===== config.mk =====
export PLATFORM = sky130hd
export DESIGN_NAME = aes_scan_responder
export DESIGN_NICKNAME = d
export VERILOG_FILES = /design/src/rtl/aes_scan_responder.sv
export SDC_FILE = /design/constraint.sdc
export NUM_CORES = 1
export LEC_CHECK = 0
export BUFFER_PORTS_ARGS = -buffer_cell sky130_fd_sc_hd__buf_2
export CORE_AREA = 2 2 350 352
export CTS_BUF_LIST = sky130_fd_sc_hd__clkbuf_2
export DETAILED_ROUTE_END_ITERATION = 8
export DIE_AREA = 0 0 352 354
export PLACE_DENSITY_LB_ADDON = 0.05
export RECOVER_POWER = 50
export SLEW_MARGIN = 20
export SYNTH_ARGS = -nofsm -noshare
export SYNTH_HDL_FRONTEND = slang
export SYNTH_SLANG_ARGS = --single-unit

===== constraint.sdc =====
create_clock -name clk -period 1.8 [get_ports clk]
set_clock_uncertainty 0.15 [all_clocks]
set_input_delay 0.18 -clock clk [delete_from_list [all_inputs] [get_ports clk]]
set_output_delay 0.18 -clock clk [all_outputs]
set_load 0.01 [all_outputs]

===== src/rtl/aes_scan_responder.sv =====
// Device-side AES scan-chain responder: serial frame load, core launch, ciphertext capture.
// Optional watchdog on the core run enabled by defining AES_SCAN_TIMEOUT_EN.
module aes_scan_responder #(
  parameter int unsigned FRAME_W = 387,
  parameter int unsigned CT_W    = 128,
  parameter int unsigned TIMEOUT = 1024
) (
  input  logic               clk,
  input  logic               rst,
  input  logic               scan_en,
  input  logic               scan_in,
  output logic               scan_out,
  input  logic               load_i,
  output logic [FRAME_W-1:0] sc_out,
  output logic [127:0]       pt_o,
  output logic [255:0]       key_o,
  output logic               pt_sel_o,
  output logic               key_sel_o,
  output logic               ct_out_sel_o,
  output logic               core_start,
  input  logic               core_done,
  input  logic [CT_W-1:0]    core_ct,
  output logic               trigger,
  output logic               busy_o,
  output logic               err_o
);

  typedef enum logic [0:0] {StIdle, StRun} state_e;

  state_e             state_q, state_d;
  logic [FRAME_W-1:0] sr_q, sr_d;
  logic [127:0]       pt_q, pt_d;
  logic [255:0]       key_q, key_d;
  logic               pt_sel_q, pt_sel_d;
  logic               key_sel_q, key_sel_d;
  logic               ct_sel_q, ct_sel_d;
  logic               load_q, load_d;
  logic               start_q, start_d;
  logic               trig_q, trig_d;
  logic               busy_q, busy_d;
  logic               load_rise;

`ifdef AES_SCAN_TIMEOUT_EN
  localparam int unsigned CntW = $clog2(TIMEOUT + 1);
  logic [CntW-1:0] cnt_q, cnt_d;
  logic            err_q, err_d;
`endif

  assign load_rise = load_i & ~load_q;

  always_comb begin
    state_d   = state_q;
    sr_d      = sr_q;
    pt_d      = pt_q;
    key_d     = key_q;
    pt_sel_d  = pt_sel_q;
    key_sel_d = key_sel_q;
    ct_sel_d  = ct_sel_q;
    load_d    = load_i;
    start_d   = 1'b0;
    trig_d    = 1'b0;
    busy_d    = busy_q;
`ifdef AES_SCAN_TIMEOUT_EN
    cnt_d     = cnt_q;
    err_d     = err_q;
`endif
    unique case (state_q)
      StIdle: begin
        // A load edge takes priority over a concurrent shift.
        if (load_rise) begin
          pt_d      = sr_q[FRAME_W-1 -: 128];
          key_d     = sr_q[FRAME_W-129 -: 256];
          pt_sel_d  = sr_q[2];
          key_sel_d = sr_q[1];
          ct_sel_d  = sr_q[0];
          start_d   = 1'b1;
          busy_d    = 1'b1;
          state_d   = StRun;
`ifdef AES_SCAN_TIMEOUT_EN
          cnt_d     = '0;
`endif
        end else if (scan_en) begin
          sr_d = {sr_q[FRAME_W-2:0], scan_in};
        end
      end
      StRun: begin
        if (core_done) begin
          if (ct_sel_q) sr_d[CT_W-1:0] = core_ct;
          trig_d  = 1'b1;
          busy_d  = 1'b0;
          state_d = StIdle;
        end
`ifdef AES_SCAN_TIMEOUT_EN
        else if (cnt_q == CntW'(TIMEOUT - 1)) begin
          busy_d  = 1'b0;
          err_d   = 1'b1;
          state_d = StIdle;
        end else begin
          cnt_d = cnt_q + 1'b1;
        end
`endif
      end
      default: state_d = StIdle;
    endcase
  end

  always_ff @(posedge clk) begin
    if (rst) begin
      state_q   <= StIdle;
      sr_q      <= '0;
      pt_q      <= '0;
      key_q     <= '0;
      pt_sel_q  <= 1'b0;
      key_sel_q <= 1'b0;
      ct_sel_q  <= 1'b0;
      load_q    <= 1'b0;
      start_q   <= 1'b0;
      trig_q    <= 1'b0;
      busy_q    <= 1'b0;
`ifdef AES_SCAN_TIMEOUT_EN
      cnt_q     <= '0;
      err_q     <= 1'b0;
`endif
    end else begin
      state_q   <= state_d;
      sr_q      <= sr_d;
      pt_q      <= pt_d;
      key_q     <= key_d;
      pt_sel_q  <= pt_sel_d;
      key_sel_q <= key_sel_d;
      ct_sel_q  <= ct_sel_d;
      load_q    <= load_d;
      start_q   <= start_d;
      trig_q    <= trig_d;
      busy_q    <= busy_d;
`ifdef AES_SCAN_TIMEOUT_EN
      cnt_q     <= cnt_d;
      err_q     <= err_d;
`endif
    end
  end

  assign scan_out     = sr_q[FRAME_W-1];
  assign sc_out       = sr_q;
  assign pt_o         = pt_q;
  assign key_o        = key_q;
  assign pt_sel_o     = pt_sel_q;
  assign key_sel_o    = key_sel_q;
  assign ct_out_sel_o = ct_sel_q;
  assign core_start   = start_q;
  assign trigger      = trig_q;
  assign busy_o       = busy_q;
`ifdef AES_SCAN_TIMEOUT_EN
  assign err_o        = err_q;
`else
  assign err_o        = 1'b0;
`endif

endmodule

==> results of run 1 <==
-- layer usage --
layer	track usage [%]	vias to the layer above	routed length, microns
met5	0	-	0
met4	8.28	0	4660
met3	6.55	224	9130
met2	39.9	966	76300
met1	26.7	15800	61400
li1	-	15700	-
-- registers in the layout, indices dropped and copies added (netlist names) --
register      cells
key_o           256
busy_o            1
ct_out_sel_o      1
sc_out          387
state_q           1
load_q            1
key_sel_o         1
core_start        1
pt_sel_o          1
pt_o            128
trigger           1
-- final timing paths --
kind | cells after the start | end | from | slack (ns)
setup / recovery | 1 | sc_out[133] | sc_out[133] | -0.73
hold / removal | 2 | key_o[235] | sc_out[238] | 0.29
setup reg to reg | 6 | sc_out[71] | state_q | -0.35
hold reg to reg | 2 | key_o[235] | sc_out[238] | 0.29
-- per-stage QoR --
| step | cell area, sq um | hold WS, ns |
|---|---|---|
| finish | 53400 | 0.290 |
| floorplan | 30100 | 0.158 |
| CTS | 52400 | 0.00772 |
| global route | 53400 | 0.166 |
| global placement | 37400 | 0.289 |
| detailed placement | 37400 | 0.293 |
-- tightest hold or removal path, cell delays in order, from the launching register on --
cell and delay [ns]:
dfxtp_4 0.37, nand2_1 0.06, a21oi_1 0.05
-- cell families (layout without fill, tap and decap cells) --
| kind of cell | count (synthesis) | count (layout) |
|---|---|---|
| AOI/OAI and AO/OA | 908 | 908 |
| muxes | 256 | 256 |
| buffers and inverters | 333 | 2249 |
| DFF | 779 | 779 |
| and+or+nand+nor | 1302 | 1302 |
| other | 1 | 6 |
-- what timing repair did --
action	CTS	global route
setup buffers	333	51
setup endpoints to repair	863	1144
cloned	0	20
hold buffers	401	3
resized for setup	2011	32
hold endpoints to repair	779	454
pin swaps	0	3
-- power by group --
group          switching [mW]  leakage (nW)  internal [mW]
registers               0.126          6.76           16.9
clock network            8.12          1.49           5.38
logic                    2.31          13.5           2.05
total                    10.6          21.8           24.3
-- cell type report --
type / instances / share of cell area (%)
multi-input combinational: 2467 / 24.2
sequential: 779 / 32.4
tap: 1625 / 3.81
timing repair buffer: 1879 / 36.0
clock inverter: 44 / 0.563
antenna: 5 / 0.0234
clock buffer: 326 / 3.06
-- synthesized netlist by cell type --
master	instances
a21oi_1	648
a21oi_2	1
and3_1	1
buf_1	15
buf_2	101
buf_4	17
buf_6	36
clkbuf_1	163
clkbuf_2	1
conb_1	1
dfxtp_1	779
mux2_1	107
mux2_2	21
mux2i_1	128
nand2_1	775
nand2b_1	3
nand3_1	259
nor2_1	131
nor2b_1	131
nor3b_1	1
o21ai_0	259
or3b_1	1
==> results.py, run 1 <==
metrics = {
    "sta": {
        "slew_violations": 0,
        "fmax_mhz": 395,
        "setup_slack_ns": -0.734,
        "tightest_slew_ns": 1.14,
        "slew_headroom_pct": 24.0,
        "rsz0062_at_grt": "true",
        "tns_ns": -542.61,
        "setup_viol": 1321,
        "finalHoldViolations": 0,
        "period_minus_slack_ns": 2.53,
        "final.period_utilization_pct": 141,
    },
    "critical_path": {
        "crit_type": "flip-flop to output pin",
        "slowest_stage": "dfxtp_4",
        "endpoint_kind": "output pin",
        "worstSetupStartpointType": "flip-flop",
        "path_max_fanout": 2,
        "path_cells": "buf_6",
        "crit_family": "flip-flops",
        "critPathRequiredTime_ns": 1.47,
        "critPathBufInv": 1,
        "worstPathArrival_ns": 2.20,
        "critPathMaxStageDelay_ns": 0.43,
    },
    "global_route": {
        "overflow": 0,
        "antenna_found_initial": 2,
        "grt_pass1_vias": 32900,
        "grt_pass1_wl_microns": 217000,
        "grt_max_degree": 93,
        "track_usage_pct": 22.9,
    },
    "synthesis": {
        "synthMuxAreaShare_pct": 9.03,
        "yosysUniqueCellTypes": 22,
        "synth_top_family_by_area": "simple AND/OR/NAND/NOR gates",
        "syn_area_sq_mm": 0.0301,
        "ys_seq_area_share_pct": 51.7,
        "synth_largest_area_cell": "dfxtp_1",
        "ys_ff_latch": 779,
        "syn-instance-count": 3579,
        "synth-simple-area-share_pct": 18.4,
        "synth_warnings": 0,
        "synth_area_leaders": "dfxtp_1, a21oi_1, nand2_1",
        "synth_xor_xnor_area_share_pct": 0,
        "synthAdderAreaFrac_pct": 0,
        "synth_compound_area_share_pct": 15.1,
        "synth_top_cell_area_share_pct": 51.7,
        "synth_nets": 3713,
        "avgSynthCellArea_sq_um": 8.42,
    },
    "cells_and_area": {
        "layout_common_cells": "buf_6, nand2_1, a21oi_1, dfxtp_2, buf_4",
        "multiInputGateArea_sq_mm": 0.0129,
        "drive_above_1_share_pct": 47.8,
        "stdcell_count": 7125,
        "layout.nets": 5485,
        "regArea_sq_mm": 0.0173,
        "nFillCells": 12300,
        "final_common_cell": "buf_6",
        "fin_util_pct": 44.1,
        "syn2layout_area_growth_pct": 77.1,
    },
    "pwr": {
        "power_leakage_nw": 21.8,
        "vdd_drop_max_uv": 500,
        "power_density_mw_per_mm2": 654,
        "finalPower_mw": 34.9,
    },
    "placed_design": {
        "preCtsSetupSlack_ns": -0.0617,
        "dp_cells": 5943,
        "gp_congestion": 0.762,
        "place_hpwl_microns": 92300,
        "port_buffers": 911,
    },
    "die": {
        "die_h_microns": 354,
        "ios": 913,
        "rows": 128,
        "chipWidth_microns": 352,
        "core_area_sq_mm": 0.121,
        "start_util_pct": 24.9,
        "die-area_sq_mm": 0.125,
    },
    "cts": {
        "cts_htree_levels": 4,
        "cts.sinks": 779,
        "cts_buffers": 224,
        "cts_max_path_buffers": 3,
        "clkTransAtPathRegs_ns": 0.11,
        "clk_latency_ns": 1.67,
        "cts_tree": "done",
        "cts-root-buf": "clkbuf_2",
    },
    "detailed_routing": {
        "drtAntennaViolNets": 0,
        "drc": 0,
        "vias_per_cell": 4.59,
        "first_pass_iters": 7,
        "wire_per_inst_microns": 21.3,
        "drt_wl_total_microns": 152000,
        "vias": 32700,
        "drtIter0Drc": 1690,
    },
    "run_status": {
        "outcome": "finished, violations left",
        "violations": "setup timing",
    },
    "hold_path": {
        "hp-class": "flip-flop to flip-flop",
    },
    "job": {
        "maxCapViolCount": 0,
    },
}
No activity file was read; power rests on OpenSTA's default activity.
==> inputs of run 2 (changes only) <==
PLACE_DENSITY_LB_ADDON = 0.1   (was 0.05)
==> run 2 against run 1 <==
The flow still finishes with violations (setup timing). Maximum frequency decreased by 1.1%. Sequential share of layout area decreased by 1.6 points. Power increased by 3.5%. Sequential cell count unchanged. Highest routed layer unchanged.
==> results.py, run 2 (synthesis results as in run 1) <==
metrics = {
    "placed_design": {
        "gp_congestion": 0.795,
        "dp_cells": 5936,
        "place_hpwl_microns": 87700,
        "port_buffers": 911,
    },
    "detailed_routing": {
        "first_pass_iters": 6,
        "drc": 0,
        "drtAntennaViolNets": 0,
        "wire_per_inst_microns": 21.0,
        "vias": 33200,
        "vias_per_cell": 4.60,
        "drt_wl_total_microns": 152000,
        "drtIter0Drc": 1757,
    },
    "critical_path": {
        "crit_type": "flip-flop to output pin",
        "endpoint_kind": "output pin",
        "path_max_fanout": 4,
        "critPathRequiredTime_ns": 1.47,
        "worstPathArrival_ns": 2.23,
        "crit_family": "flip-flops",
        "slowest_stage": "dfxtp_2",
        "path_cells": "buf_12 -> buf_6",
        "worstSetupStartpointType": "flip-flop",
        "critPathMaxStageDelay_ns": 0.35,
        "critPathBufInv": 2,
    },
    "sta": {
        "final.period_utilization_pct": 142,
        "slew_violations": 0,
        "slew_headroom_pct": 25.9,
        "period_minus_slack_ns": 2.56,
        "finalHoldViolations": 0,
        "setup_slack_ns": -0.763,
        "tightest_slew_ns": 1.11,
        "rsz0062_at_grt": "true",
        "fmax_mhz": 390,
        "setup_viol": 1134,
    },
    "die": {
        "chipWidth_microns": 352,
        "start_util_pct": 24.9,
        "core_area_sq_mm": 0.121,
        "die-area_sq_mm": 0.125,
        "die_h_microns": 354,
        "rows": 128,
        "ios": 913,
    },
    "cts": {
        "clkTransAtPathRegs_ns": 0.09,
        "clk_latency_ns": 1.62,
        "cts_tree": "done",
        "cts-root-buf": "clkbuf_2",
        "cts.sinks": 779,
        "cts_htree_levels": 4,
        "cts_buffers": 220,
        "cts_max_path_buffers": 3,
    },
    "global_route": {
        "grt_pass1_wl_microns": 213000,
        "antenna_found_initial": 3,
        "grt_max_degree": 73,
        "gr-usage-met2_pct": 39.2,
        "grt_pass1_vias": 33000,
        "use_met3_pct": 6.70,
        "track_usage_pct": 22.2,
        "grt.busiest_layer": "met2",
        "gr-usage-met1_pct": 25.4,
        "overflow": 0,
    },
    "pwr": {
        "power_density_mw_per_mm2": 644,
        "power_leakage_nw": 23.2,
        "finalPower_mw": 36.1,
        "vdd_drop_max_uv": 484,
    },
    "run_status": {
        "outcome": "finished, violations left",
        "violations": "setup timing",
    },
    "cells_and_area": {
        "layout.nets": 5547,
        "layout_common_cells": "buf_6, nand2_1, a21oi_1, dfxtp_2, buf_4",
        "syn2layout_area_growth_pct": 86.2,
        "drive_above_1_share_pct": 53.4,
        "stdcell_count": 7229,
        "final_common_cell": "buf_6",
        "largest_reg_flops": 387,
    },
    "job": {
        "maxCapViolCount": 0,
    },
    "hold_path": {
        "hp-class": "flip-flop to flip-flop",
    },
}
[run 2: power by group]
group	internal (mW)	switching (mW)	leakage (nW)
Combinational	2.43	2.63	14.9
Sequential	16.9	0.122	6.76
Clock	5.71	8.32	1.62
Total	25.1	11.1	23.2
[run 2: worst paths after layout]
kind	start	endpoint	slack (ns)	cells after the start
worst max-delay path	sc_out[378]	sc_out[378]	-0.76	2
worst min-delay path	sc_out[340]	pt_o[81]	0.26	2
worst max register to register	state_q	key_o[237]	-0.16	8
worst min register to register	sc_out[340]	pt_o[81]	0.26	2
[run 2: timing repair]
action                                 in CTS  in global routing
resized for setup                        2013                490
hold buffers                              408                  0
setup endpoints to repair                1111               1530
endpoints found under the hold margin     779                  0
pin swaps                                   0                231
gates cloned                                4                 47
setup buffers                             346                 79
[run 2: layer usage]
metal,vias to the layer above,part of all wire [%]
li1,15900,-
met1,16100,40
met2,999,51
met3,224,6.6
met4,0,2.7
met5,-,0
[run 2: cell type report]
cell class / instances / area (sq um)
Sequential cell: 779 / 17300
Tap cell: 1625 / 2030
Clock inverter: 65 / 384
Timing Repair Buffer: 1945 / 20300
Antenna cell: 3 / 7.51
Fill cell: 11700 / 64800
Clock buffer: 345 / 1730
Multi-Input combinational cell: 2467 / 14400
[run 2: worst register-to-register path, cell delays in order (launching register included)]
cell,delay (ns)
dfxtp_2,0.41
clkbuf_1,0.15
or3b_4,0.45
buf_12,0.18
clkbuf_16,0.19
buf_12,0.14
clkbuf_16,0.15
nand2_1,0.06
a21oi_1,0.06
[run 2: through the flow]
stage	setup TNS [ns]	setup WS, ns	area, sq um	utilization (%)	hold WS (ns)
2_1_floorplan	0	0.105	30100	-	0.158
3_3_place_gp	-42.26	-0.228	37200	30.8	0.289
3_5_place_dp	-40.99	-0.214	37200	30.8	0.293
4_1_cts	-751.82	-1.07	52700	43.6	0.0109
5_1_grt	-748.58	-1.01	56100	46.4	0.145
6_report	-505.46	-0.763	56100	46.4	0.258
